### src/rtl/mac4_array_pkg.sv
// Shared widths, state encoding and the multiply-accumulate helper for the
// four-lane dot-product engine and the write-back stage that consumes it.
package mac4_array_pkg;

    localparam int SAMPLE_W    = 8;
    localparam int COEF_W      = 7;
    localparam int PROD_W      = SAMPLE_W + COEF_W;
    localparam int RESULT_W    = 18;
    localparam int LANES       = 4;
    localparam int MAX_DOT_LEN = 8;
    localparam int K_W         = 3;
    localparam int ROW_W       = 4;

    localparam logic [0:0] STATE_IDLE = 1'b0;
    localparam logic [0:0] STATE_RUN  = 1'b1;

    typedef logic [SAMPLE_W-1:0] sample_t;
    typedef logic [COEF_W-1:0]   coef_t;
    typedef logic [RESULT_W-1:0] result_t;

    typedef struct packed {
        logic [K_W-1:0] k;
        logic [1:0]     lane;
    } coef_addr_t;

    // A row of at most 8 products of 255*127 stays below 2^18, so no saturation.
    function automatic result_t mac_step(input result_t acc, input sample_t din, input coef_t coef);
        logic [PROD_W-1:0] prod;
        prod = PROD_W'(din) * PROD_W'(coef);
        return acc + RESULT_W'(prod);
    endfunction

endpackage

### src/rtl/mac4_array_if.sv
// Sample/coefficient input bus and result/strobe output bus of mac4_array.
// The master side drives samples and coefficients; the slave side is the engine.
interface mac4_array_if;
    import mac4_array_pkg::*;

    logic       start;
    logic       coef_we;
    logic [4:0] coef_waddr;
    coef_t      coef_wdata;
    sample_t    din;
    logic       din_valid;
    logic       ready;
    logic       web;
    result_t    MU1;
    result_t    MU2;
    result_t    MU3;
    result_t    MU4;
    logic       done;

    modport master (
        output start, coef_we, coef_waddr, coef_wdata, din, din_valid,
        input  ready, web, MU1, MU2, MU3, MU4, done
    );

    modport slave (
        input  start, coef_we, coef_waddr, coef_wdata, din, din_valid,
        output ready, web, MU1, MU2, MU3, MU4, done
    );

endinterface

### src/rtl/mac4_array_mac_lane.sv
// One MAC lane: accumulates din*coef across a row and latches the completed
// dot product (including the final product) into a held result register.
module mac_lane
    import mac4_array_pkg::*;
(
    input  logic    clk,
    input  logic    rst,
    input  logic    clear,
    input  logic    accept,
    input  logic    final_sample,
    input  sample_t din,
    input  coef_t   coef,
    output result_t result
);

    result_t acc_q;
    result_t acc_d;
    result_t result_q;
    result_t result_d;
    result_t sum;

    always_comb begin
        sum      = mac_step(acc_q, din, coef);
        acc_d    = acc_q;
        result_d = result_q;
        if (clear) begin
            acc_d = '0;
        end else if (accept) begin
            if (final_sample) begin
                acc_d    = '0;
                result_d = sum;
            end else begin
                acc_d = sum;
            end
        end
    end

    always_ff @(posedge clk or negedge rst) begin
        if (!rst) begin
            acc_q    <= '0;
            result_q <= '0;
        end else begin
            acc_q    <= acc_d;
            result_q <= result_d;
        end
    end

    assign result = result_q;

endmodule

### src/rtl/mac4_array.sv
// Four-lane dot-product engine: coefficient register file, IDLE/RUN sequencer,
// sample and row counters, feeding registered results to the write-back stage.
module mac4_array
    import mac4_array_pkg::*;
#(
    parameter int DOT_LEN  = 4,
    parameter int NUM_ROWS = 16
) (
    input logic        clk,
    input logic        rst,
    mac4_array_if.slave bus
);

    localparam logic [K_W:0]     DOT_LEN_V = DOT_LEN[K_W:0];
    localparam logic [K_W-1:0]   LAST_K    = K_W'(DOT_LEN - 1);
    localparam logic [ROW_W-1:0] LAST_ROW  = ROW_W'(NUM_ROWS - 1);

    logic [0:0]       state_q;
    logic [0:0]       state_d;
    logic [K_W-1:0]   k_q;
    logic [K_W-1:0]   k_d;
    logic [ROW_W-1:0] row_q;
    logic [ROW_W-1:0] row_d;
    logic             web_q;
    logic             web_d;
    logic             done_q;
    logic             done_d;
    coef_t            coef_q [MAX_DOT_LEN][LANES];
    coef_t            coef_d [MAX_DOT_LEN][LANES];

    coef_addr_t waddr;
    logic       clear_acc;
    logic       accept;
    logic       last_sample;
    result_t    lane_result [LANES];

    assign waddr = bus.coef_waddr;

    always_comb begin
        state_d     = state_q;
        k_d         = k_q;
        row_d       = row_q;
        web_d       = 1'b0;
        done_d      = 1'b0;
        coef_d      = coef_q;
        clear_acc   = 1'b0;
        accept      = 1'b0;
        last_sample = 1'b0;
        case (state_q)
            STATE_IDLE: begin
                if (bus.coef_we && ({1'b0, waddr.k} < DOT_LEN_V)) begin
                    coef_d[waddr.k][waddr.lane] = bus.coef_wdata;
                end
                if (bus.start) begin
                    state_d   = STATE_RUN;
                    k_d       = '0;
                    row_d     = '0;
                    clear_acc = 1'b1;
                end
            end
            STATE_RUN: begin
                if (bus.din_valid) begin
                    accept = 1'b1;
                    if (k_q == LAST_K) begin
                        // Row complete: lanes latch their results, strobe next cycle.
                        last_sample = 1'b1;
                        k_d         = '0;
                        web_d       = 1'b1;
                        if (row_q == LAST_ROW) begin
                            done_d  = 1'b1;
                            row_d   = '0;
                            state_d = STATE_IDLE;
                        end else begin
                            row_d = row_q + 1'b1;
                        end
                    end else begin
                        k_d = k_q + 1'b1;
                    end
                end
            end
            default: state_d = STATE_IDLE;
        endcase
    end

    always_ff @(posedge clk or negedge rst) begin
        if (!rst) begin
            state_q <= STATE_IDLE;
            k_q     <= '0;
            row_q   <= '0;
            web_q   <= 1'b0;
            done_q  <= 1'b0;
            for (int k = 0; k < MAX_DOT_LEN; k++) begin
                for (int j = 0; j < LANES; j++) begin
                    coef_q[k][j] <= '0;
                end
            end
        end else begin
            state_q <= state_d;
            k_q     <= k_d;
            row_q   <= row_d;
            web_q   <= web_d;
            done_q  <= done_d;
            coef_q  <= coef_d;
        end
    end

    for (genvar j = 0; j < LANES; j++) begin : g_lane
        mac_lane u_lane (
            .clk          (clk),
            .rst          (rst),
            .clear        (clear_acc),
            .accept       (accept),
            .final_sample (last_sample),
            .din          (bus.din),
            .coef         (coef_q[k_q][j]),
            .result       (lane_result[j])
        );
    end

    assign bus.ready = (state_q == STATE_RUN);
    assign bus.web   = web_q;
    assign bus.done  = done_q;
    assign bus.MU1   = lane_result[0];
    assign bus.MU2   = lane_result[1];
    assign bus.MU3   = lane_result[2];
    assign bus.MU4   = lane_result[3];

endmodule

### src/flat_wrapper.sv
// flat-port wrapper written by rule: the top's interface ports become plain ports
module mac4_array_flat import mac4_array_pkg::*;
#(
    parameter int DOT_LEN  = 4,
    parameter int NUM_ROWS = 16
)
  (clk, rst, bus_start, bus_coef_we, bus_coef_waddr, bus_coef_wdata, bus_din, bus_din_valid, bus_ready, bus_web, bus_MU1, bus_MU2, bus_MU3, bus_MU4, bus_done);
  mac4_array_if bus_i ();
  input logic clk;
  input logic rst;
  input wire logic [$bits(bus_i.start)-1:0] bus_start;
  input wire logic [$bits(bus_i.coef_we)-1:0] bus_coef_we;
  input wire logic [$bits(bus_i.coef_waddr)-1:0] bus_coef_waddr;
  input wire logic [$bits(bus_i.coef_wdata)-1:0] bus_coef_wdata;
  input wire logic [$bits(bus_i.din)-1:0] bus_din;
  input wire logic [$bits(bus_i.din_valid)-1:0] bus_din_valid;
  output wire logic [$bits(bus_i.ready)-1:0] bus_ready;
  output wire logic [$bits(bus_i.web)-1:0] bus_web;
  output wire logic [$bits(bus_i.MU1)-1:0] bus_MU1;
  output wire logic [$bits(bus_i.MU2)-1:0] bus_MU2;
  output wire logic [$bits(bus_i.MU3)-1:0] bus_MU3;
  output wire logic [$bits(bus_i.MU4)-1:0] bus_MU4;
  output wire logic [$bits(bus_i.done)-1:0] bus_done;
  assign bus_i.start = bus_start;
  assign bus_i.coef_we = bus_coef_we;
  assign bus_i.coef_waddr = bus_coef_waddr;
  assign bus_i.coef_wdata = bus_coef_wdata;
  assign bus_i.din = bus_din;
  assign bus_i.din_valid = bus_din_valid;
  assign bus_ready = bus_i.ready;
  assign bus_web = bus_i.web;
  assign bus_MU1 = bus_i.MU1;
  assign bus_MU2 = bus_i.MU2;
  assign bus_MU3 = bus_i.MU3;
  assign bus_MU4 = bus_i.MU4;
  assign bus_done = bus_i.done;
  mac4_array #(.DOT_LEN(DOT_LEN), .NUM_ROWS(NUM_ROWS)) u_core (.clk(clk), .rst(rst), .bus(bus_i));
endmodule
### config.mk
export PLATFORM = sky130hd
export DESIGN_NAME = mac4_array_flat
export DESIGN_NICKNAME = d
export VERILOG_FILES = /design/src/rtl/mac4_array_pkg.sv /design/src/rtl/mac4_array_if.sv /design/src/rtl/mac4_array_mac_lane.sv /design/src/rtl/mac4_array.sv /design/src/flat_wrapper.sv
export SDC_FILE = /design/constraint.sdc
export NUM_CORES = 1
export LEC_CHECK = 0
export CORE_MARGIN = 5
export CORE_UTILIZATION = 60
export DETAILED_ROUTE_END_ITERATION = 12
export PLACE_DENSITY = 0.79
export SETUP_SLACK_MARGIN = 0.15
export SKIP_LAST_GASP = 1
export SYNTH_ARGS = -nofsm -noshare
export SYNTH_HDL_FRONTEND = slang
export SYNTH_SLANG_ARGS = --single-unit
### constraint.sdc
create_clock -name clk -period 7 [get_ports clk]
set_input_delay 1.4 -clock clk [delete_from_list [all_inputs] [get_ports clk]]
set_output_delay 1.4 -clock clk [all_outputs]
set_load 0.03 [all_outputs]
* Word-level counts from Yosys, hierarchy flattened
Index checks and enable logic that the tools add are counted.
** Cells by class
- Add/sub/neg operators :: 6
- Multipliers :: 4
- $lt $le $gt $ge :: 6
- Equality and inequality tests :: 5
- Mux-type cells :: 44
- Bitwise logic cells :: 5
- Reduce and logical (&&, ||, !) cells :: 8
** Operators by type and width (number)
- bitwise mux 224 bit :: 1
- 2-to-1 mux 18 bit :: 12
- binary-select mux 28 bit (select 3 bit) :: 1
- demux 28 bit (select 3 bit) :: 1
- 2-to-1 mux 28 bit :: 3
- adder 18 x 15 -> 18 bit :: 4
- multiplier 8 x 7 -> 15 bit :: 4
- 2-to-1 mux 4 bit :: 4
- demux 7 bit (select 2 bit) :: 1
- 2-to-1 mux 1 bit :: 14
- 2-to-1 mux 3 bit :: 3
- >= comparator 4 bit (second input constant) :: 2
- inverter 3 -> 4 bit :: 2
- one-hot mux 4 bit (2 select lines) :: 1
- 2-to-1 mux 7 bit :: 1
- inequality test 2 bit (second input constant) :: 3
- one-hot mux 3 bit (2 select lines) :: 1
- AND reduction 3 bit :: 2
- adder 4 x 1 -> 4 bit (second input constant) :: 1
- == test 4 bit (second input constant) :: 1
- < comparator 4 x 1 -> 1 bit (second input constant) :: 1
- AND reduction 2 bit :: 2
- adder 3 x 1 -> 3 bit (second input constant) :: 1
- == test 3 x 2 -> 1 bit (second input constant) :: 1
- 8 further kinds :: 11
** Word-level totals
- Bits in registers :: 378
- Input port bits :: 25
- Output and inout port bits :: 75
- Logic and storage cells :: 123

* Depth between registers and ports, before layout
- Depth in word-level cells :: 9
- Depth in mapped cells :: 22
- Mapped depth without buffers :: 19

* Hierarchy
From an unflattened synthesis, not the netlist that was laid out.
** Unflattened totals
- Cells, all modules :: 2233
- Area, all modules :: 24668.7 um2
** By module, submodules not included
- mac4_array :: instances 1, cells an instance 633, area an instance 9753.1 um2, sequential area each 5855.6 um2
- mac_lane at u_core.g_lane[2].u_lane :: instances 1, cells an instance 420, area an instance 3816.2 um2, sequential area each 900.9 um2
- mac_lane at u_core.g_lane[3].u_lane :: instances 1, cells an instance 396, area an instance 3748.6 um2, sequential area each 900.9 um2
- mac_lane at u_core.g_lane[0].u_lane :: instances 1, cells an instance 397, area an instance 3688.5 um2, sequential area each 900.9 um2
- mac_lane at u_core.g_lane[1].u_lane :: instances 1, cells an instance 387, area an instance 3662.3 um2, sequential area each 900.9 um2

* Least setup slack after synthesis
No wires, ideal clock.
- Path type :: reg-to-reg
- From :: register u_core.k_q[0]
- To :: register u_core.g_lane[0].u_lane.result_q[16]
- Library setup time :: 125 ps
- Arrival time :: 5702 ps
- Slack :: 1173 ps
- Cell stages (with the launch flop) :: 22
- Path buffers :: 3
- Clock period less this slack :: 5827 ps
- Cell sequence :: dfrtp_1 -> clkbuf_1 -> buf_4 -> buf_4 -> mux4_2 -> mux2i_1 -> nand2b_1 -> fa_1 -> fa_1 -> inv_1 -> fa_1 -> inv_1 -> fa_1 -> inv_1 -> ha_1 -> a21o_1 -> a221oi_2 -> a21oi_2 -> o31a_4 -> a31oi_4 -> xnor2_1 -> mux2_2
** On the way
- Longest elaborated chain between the ends :: 6
** RTL lines
- start, declared :: line mac4_array.sv:20 : logic [K_W-1:0] k_q;
- start signal, assigned :: line mac4_array.sv:99 : k_q <= k_d;
- inverter 3 -> 4 bit (implied by the code) :: line mac4_array.sv:115 : .coef (coef_q[k_q][j]),
- binary-select mux 28 bit (select 3 bit) :: line mac4_array.sv:115
- 2-to-1 mux 28 bit (2 in a row)
- multiplier 8 x 7 -> 15 bit :: line mac4_array_pkg.sv:29 : prod = PROD_W'(din) * PROD_W'(coef);
- adder 18 x 15 -> 18 bit :: line mac4_array_pkg.sv:30 : return acc + RESULT_W'(prod);
- end signal, assigned :: line mac4_array_mac_lane.sv:44 : result_q <= result_d;
- end, declared :: line mac4_array_mac_lane.sv:18 : result_t result_q;
Parallel ways exist; a longest one is shown, timed or not. The select of a mux whose other input is x is not followed.
A chain may end at the register's enable or synchronous reset.

* Worst setup path after layout
- From :: register u_core.k_q[0]
- To :: register u_core.g_lane[1].u_lane.acc_q[15]
** On the way
- Longest elaborated chain between the ends :: 9
** RTL lines
- inverter 3 -> 4 bit (implied by the code) :: line mac4_array.sv:115
- binary-select mux 28 bit (select 3 bit) :: line mac4_array.sv:115
- 2-to-1 mux 28 bit (2 in a row)
- multiplier 8 x 7 -> 15 bit :: line mac4_array_pkg.sv:29
- adder 18 x 15 -> 18 bit :: line mac4_array_pkg.sv:30
- 2-to-1 mux 18 bit * :: line mac4_array_mac_lane.sv:29 : if (final_sample) begin
- 2-to-1 mux 18 bit * :: line mac4_array_mac_lane.sv:28 : end else if (accept) begin
- 2-to-1 mux 18 bit * :: line mac4_array_mac_lane.sv:26 : if (clear) begin
- end signal, assigned :: line mac4_array_mac_lane.sv:40 : acc_q <= '0;
- end signal, assigned :: line mac4_array_mac_lane.sv:43 : acc_q <= acc_d;
- end, declared :: line mac4_array_mac_lane.sv:16 : result_t acc_q;
Mark *: on every way between the ends. The rest lies on a longest branch, timed or not. The select of a mux whose other input is x is not followed.

==> key figures <==
Critical path
  • Launching point of the worst reg2reg path: u_core.k_q[0]
  • Most Frequent Cell on Critical Path: sky130_fd_sc_hd__fa_1
  • Worst Setup Path Type: flop to flop
  • Category of the worst setup path capture point: flop
  • Worst setup SP type: flop
  • Slowest cell on the critical path: sky130_fd_sc_hd__mux4_2
  • Worst setup path startpoint: u_core.k_q[0]
  • Maximum fanout along the worst path: 26
  • Cell chain of the critical path: buf_12 -> mux4_2 -> mux2i_1 -> buf_4 -> nor2b_1 -> fa_1 -> fa_1 -> fa_1 -> inv_1 -> fa_1 -> inv_1 -> ha_1 -> and2_1 -> a21boi_0 -> o21ai_0 -> a21oi_1 -> o21ai_0 -> xnor2_1 -> o21ai_0
  • Critical Path Max Stage Delay: 0.56 ns
  • Worst path arrival time: 6.62 ns
  • Required time reported for the critical path endpoint: 7.42 ns

Yosys
  • Average cell area after synthesis: 11.14 um^2
  • Ranking of synthesized cells by area: sky130_fd_sc_hd__dfrtp_1 (39%), sky130_fd_sc_hd__fa_1 (14%), sky130_fd_sc_hd__ha_1 (8.3%), sky130_fd_sc_hd__mux2_2 (6.2%), sky130_fd_sc_hd__mux4_2 (5.2%)
  • Cell area after technology mapping: 24400 um^2
  • Async set or reset register ratio after synthesis: 1.000
  • Cell type with the highest aggregate area in the netlist: sky130_fd_sc_hd__dfrtp_1
  • Top post-synthesis cells by count: sky130_fd_sc_hd__dfrtp_1 (378), sky130_fd_sc_hd__inv_1 (277), sky130_fd_sc_hd__nand2_1 (178)
  • Most instantiated flip-flop cell in the synthesis netlist: sky130_fd_sc_hd__dfrtp_1
  • Total of flip-flops plus latches after synthesis: 378
  • Yosys warning count: 0
  • Number of enable-type register cells in the synthesized netlist: 0
  • Share of Yosys cell area claimed by the top area cell type: 0.3877
  • Net count of the mapped netlist: 2545
  • Number of distinct library cell variants in the gate-level netlist after synthesis: 61
  • Cell count after synthesis: 2190
  • Most frequent cell after synthesis: sky130_fd_sc_hd__dfrtp_1
  • Share of synthesized area occupied by flip-flops and latches: 0.3877

Timing
  • Final period demand of the worst path: 6.198 ns
  • Fraction of the cycle the final worst path needs: 0.8855
  • Worst-margin pin slew: 1.025 ns
  • Number of hold violations in the final report: 0
  • Final Setup Violations: 0
  • Final Skew: 0.02728 ns
  • RSZ-0062 raised after global routing: no
  • Pins over their slew limit: 0
  • Final sum of negative setup slack: 0 ns
  • Worst slew margin relative to its limit: 0.3151
  • Highest attainable clock frequency: 0.1613 GHz

CTS
  • CTS root buffer: sky130_fd_sc_hd__clkbuf_16
  • Deepest level of the CTS H-tree: 2
  • Count of cells resized by post-cts repair: 0
  • Worst-skew pair later-pin latency: 0.58 ns
  • Sink count of the clock tree: 378
  • Post-CTS Setup Bufs: 0
  • Maximum root-to-sink buffer count: 3
  • Number of buffers created by CTS: 40
  • TritonCTS clock tree: yes
  • Reg clk slew, reported paths: 0.06 ns
  • Number of hold buffers added after CTS: 0

Final layout
  • Post-layout util: 0.6801
  • Area used by multi-input combinational logic: 13200 um^2
  • Filler Cell Count: 2861
  • Fraction of final layout cells sized beyond drive strength 1: 0.1510
  • Sequential cell area: 9464 um^2
  • Synth-to-layout area growth: 11.51%
  • Antenna diode instance count: 0
  • Fin nets: 2556
  • Cell area after layout: 27210 um^2

Place
  • Port Buf Inserts: 99
  • Placed Instance Area: 25840 um^2
  • Weighted congestion at the end of routability-driven global placement: 0.9427
  • HPWL after DPL: 38190 um

Die
  • Starting density of the core: 0.6099
  • Site row count: 73
  • Die span in x: 211.7 um
  • Count of boundary I/O pins: 100
  • Vertical extent of the die: 211.7 um
  • Area of the die: 44800 um^2
  • Std-Cell Core Area: 40010 um^2

Global routing
  • Vias in the first global route: 16850
  • Antenna violations before repair: 1
  • Gr ovfl total: 0
  • Pin count of the biggest net entering global routing: 152
  • Wire length of the first global-routing pass: 87370 um
  • Tot GR Track Use: 0.2418

Run
  • Max_cap viols: 0

Routing
  • DRT Wirelength: 52120 um
  • 1st-iter DRT viols: 972
  • Routed via count divided by cell count: 5.603
  • Number of antenna-violating nets in the routed design: 0
  • Routed via count: 15450
  • Average routed wire per standard cell: 18.90 um
  • DRC violations left: 0
  • Total iterations of the first detailed-routing run: 7

Power and ir drop
  • Power density of the placed cells: 252.8 nW/um^2
  • Max IR drop VDD: 220.7 uV
  • Leak: 13.75 nW

Worst hold path
  • Hold path startpoint: u_core.coef_q[11]
  • Class of the worst hold path: flop to flop

Status
  • Run status: complete, no violations
-- power breakdown --
group          leakage (nW)  switching (W)  internal [W]  total, W
logic                  7.86        0.00121      0.000850   0.00206
clock network         0.673       0.000899       0.00128   0.00218
registers              5.22       0.000204       0.00244   0.00264
-- path summary, 6_finish.rpt --
| path | to | slack (ns) | cells past startpoint |
|---|---|---|---|
| max in group asynchronous | u_core.coef_q[65] | 4.69 | 2 |
| worst max-delay path | u_core.g_lane[1].u_lane.acc_q[15] | 0.80 | 19 |
| min in group asynchronous | u_core.bus.web | 0.88 | 1 |
| worst max register to register | u_core.g_lane[1].u_lane.acc_q[15] | 0.80 | 19 |
| worst min register to register | u_core.coef_q[11] | 0.37 | 0 |
| worst min-delay path | u_core.coef_q[11] | 0.37 | 0 |
-- sequential cells by signal, summed over array words and instances, names as in the netlist --
signal / cells
u_core.g_lane.u_lane.acc_q: 72
u_core.k_q: 3
u_core.row_q: 4
u_core.bus.web: 1
u_core.bus.done: 1
u_core.g_lane.u_lane.result: 72
u_core.coef_q: 224
u_core.bus.ready: 1
-- worst max-delay path: cells and delay by family (launching register included) --
kind,cells,cell delay [ns]
flip-flops,1,0.55
XOR/XNOR,1,0.33
buffers and inverters,4,0.60
multiplexers,2,1.06
AND/OR/NAND/NOR,2,0.26
AO/OA/AOI/OAI,5,0.91
adder cells (fa/ha/maj),5,2.33
-- layout by cell type (no fill, tap or decap), types with 42 or more instances in the layout --
cell type	n
sky130_fd_sc_hd__buf_4	56
sky130_fd_sc_hd__a22o_1	47
sky130_fd_sc_hd__inv_1	277
sky130_fd_sc_hd__a21oi_1	42
sky130_fd_sc_hd__mux2_2	134
sky130_fd_sc_hd__ha_1	162
sky130_fd_sc_hd__nor2b_1	162
sky130_fd_sc_hd__fa_1	168
sky130_fd_sc_hd__o21ai_0	62
sky130_fd_sc_hd__clkdlybuf4s50_1	98
sky130_fd_sc_hd__nand2_1	178
sky130_fd_sc_hd__dfrtp_1	376
sky130_fd_sc_hd__mux4_2	56
sky130_fd_sc_hd__nand2b_1	67
-- layout make-up --
cell class              instances  share of cell area
clock buffers                  58             0.04295
clock inverters                15            0.007219
inverters                     278             0.03835
multi-input cells            1345              0.4853
flip-flops and latches        378              0.3478
well taps                     525             0.02414
repair buffers                158             0.05426
-- per-layer routing --
metal  global-route usage  wire [um]  up-vias
met3              0.03883       2699      102
met1               0.3330      22700     7824
met2               0.3950      25030      390
li1                     -          -     7132
met4              0.08618       1677        0
met5                    0          0        -
-- per-stage QoR --
| stage | setup WS [ns] | hold slack (ns) | cells | total power [W] |
|---|---|---|---|---|
| after floorplan | 1.173 | 0.4239 | 2190 | 0.004014 |
| after detailed placement | 0.2919 | 0.3625 | 2684 | 0.004740 |
| after global routing | 0.4672 | 0.3805 | 2757 | 0.007271 |
| after CTS | 0.8482 | 0.3752 | 2757 | 0.006948 |
| final | 0.8017 | 0.3712 | 2757 | 0.006880 |
| after global placement | 0.4316 | 0.3597 | 2684 | 0.004666 |
-- cells by family (layout without fill, tap and decap cells) --
family / count (synthesis) / after routing / synth area share
multiplexers: 218 / 218 / 0.1250
buffers and inverters: 467 / 509 / 0.07251
flip-flops: 378 / 378 / 0.3877
adder cells (fa/ha/maj): 330 / 330 / 0.2209
XOR/XNOR: 52 / 52 / 0.01866
AO/OA/AOI/OAI: 238 / 238 / 0.06748
AND/OR/NAND/NOR: 507 / 507 / 0.1078
No activity file was read; power rests on OpenSTA's default activity.
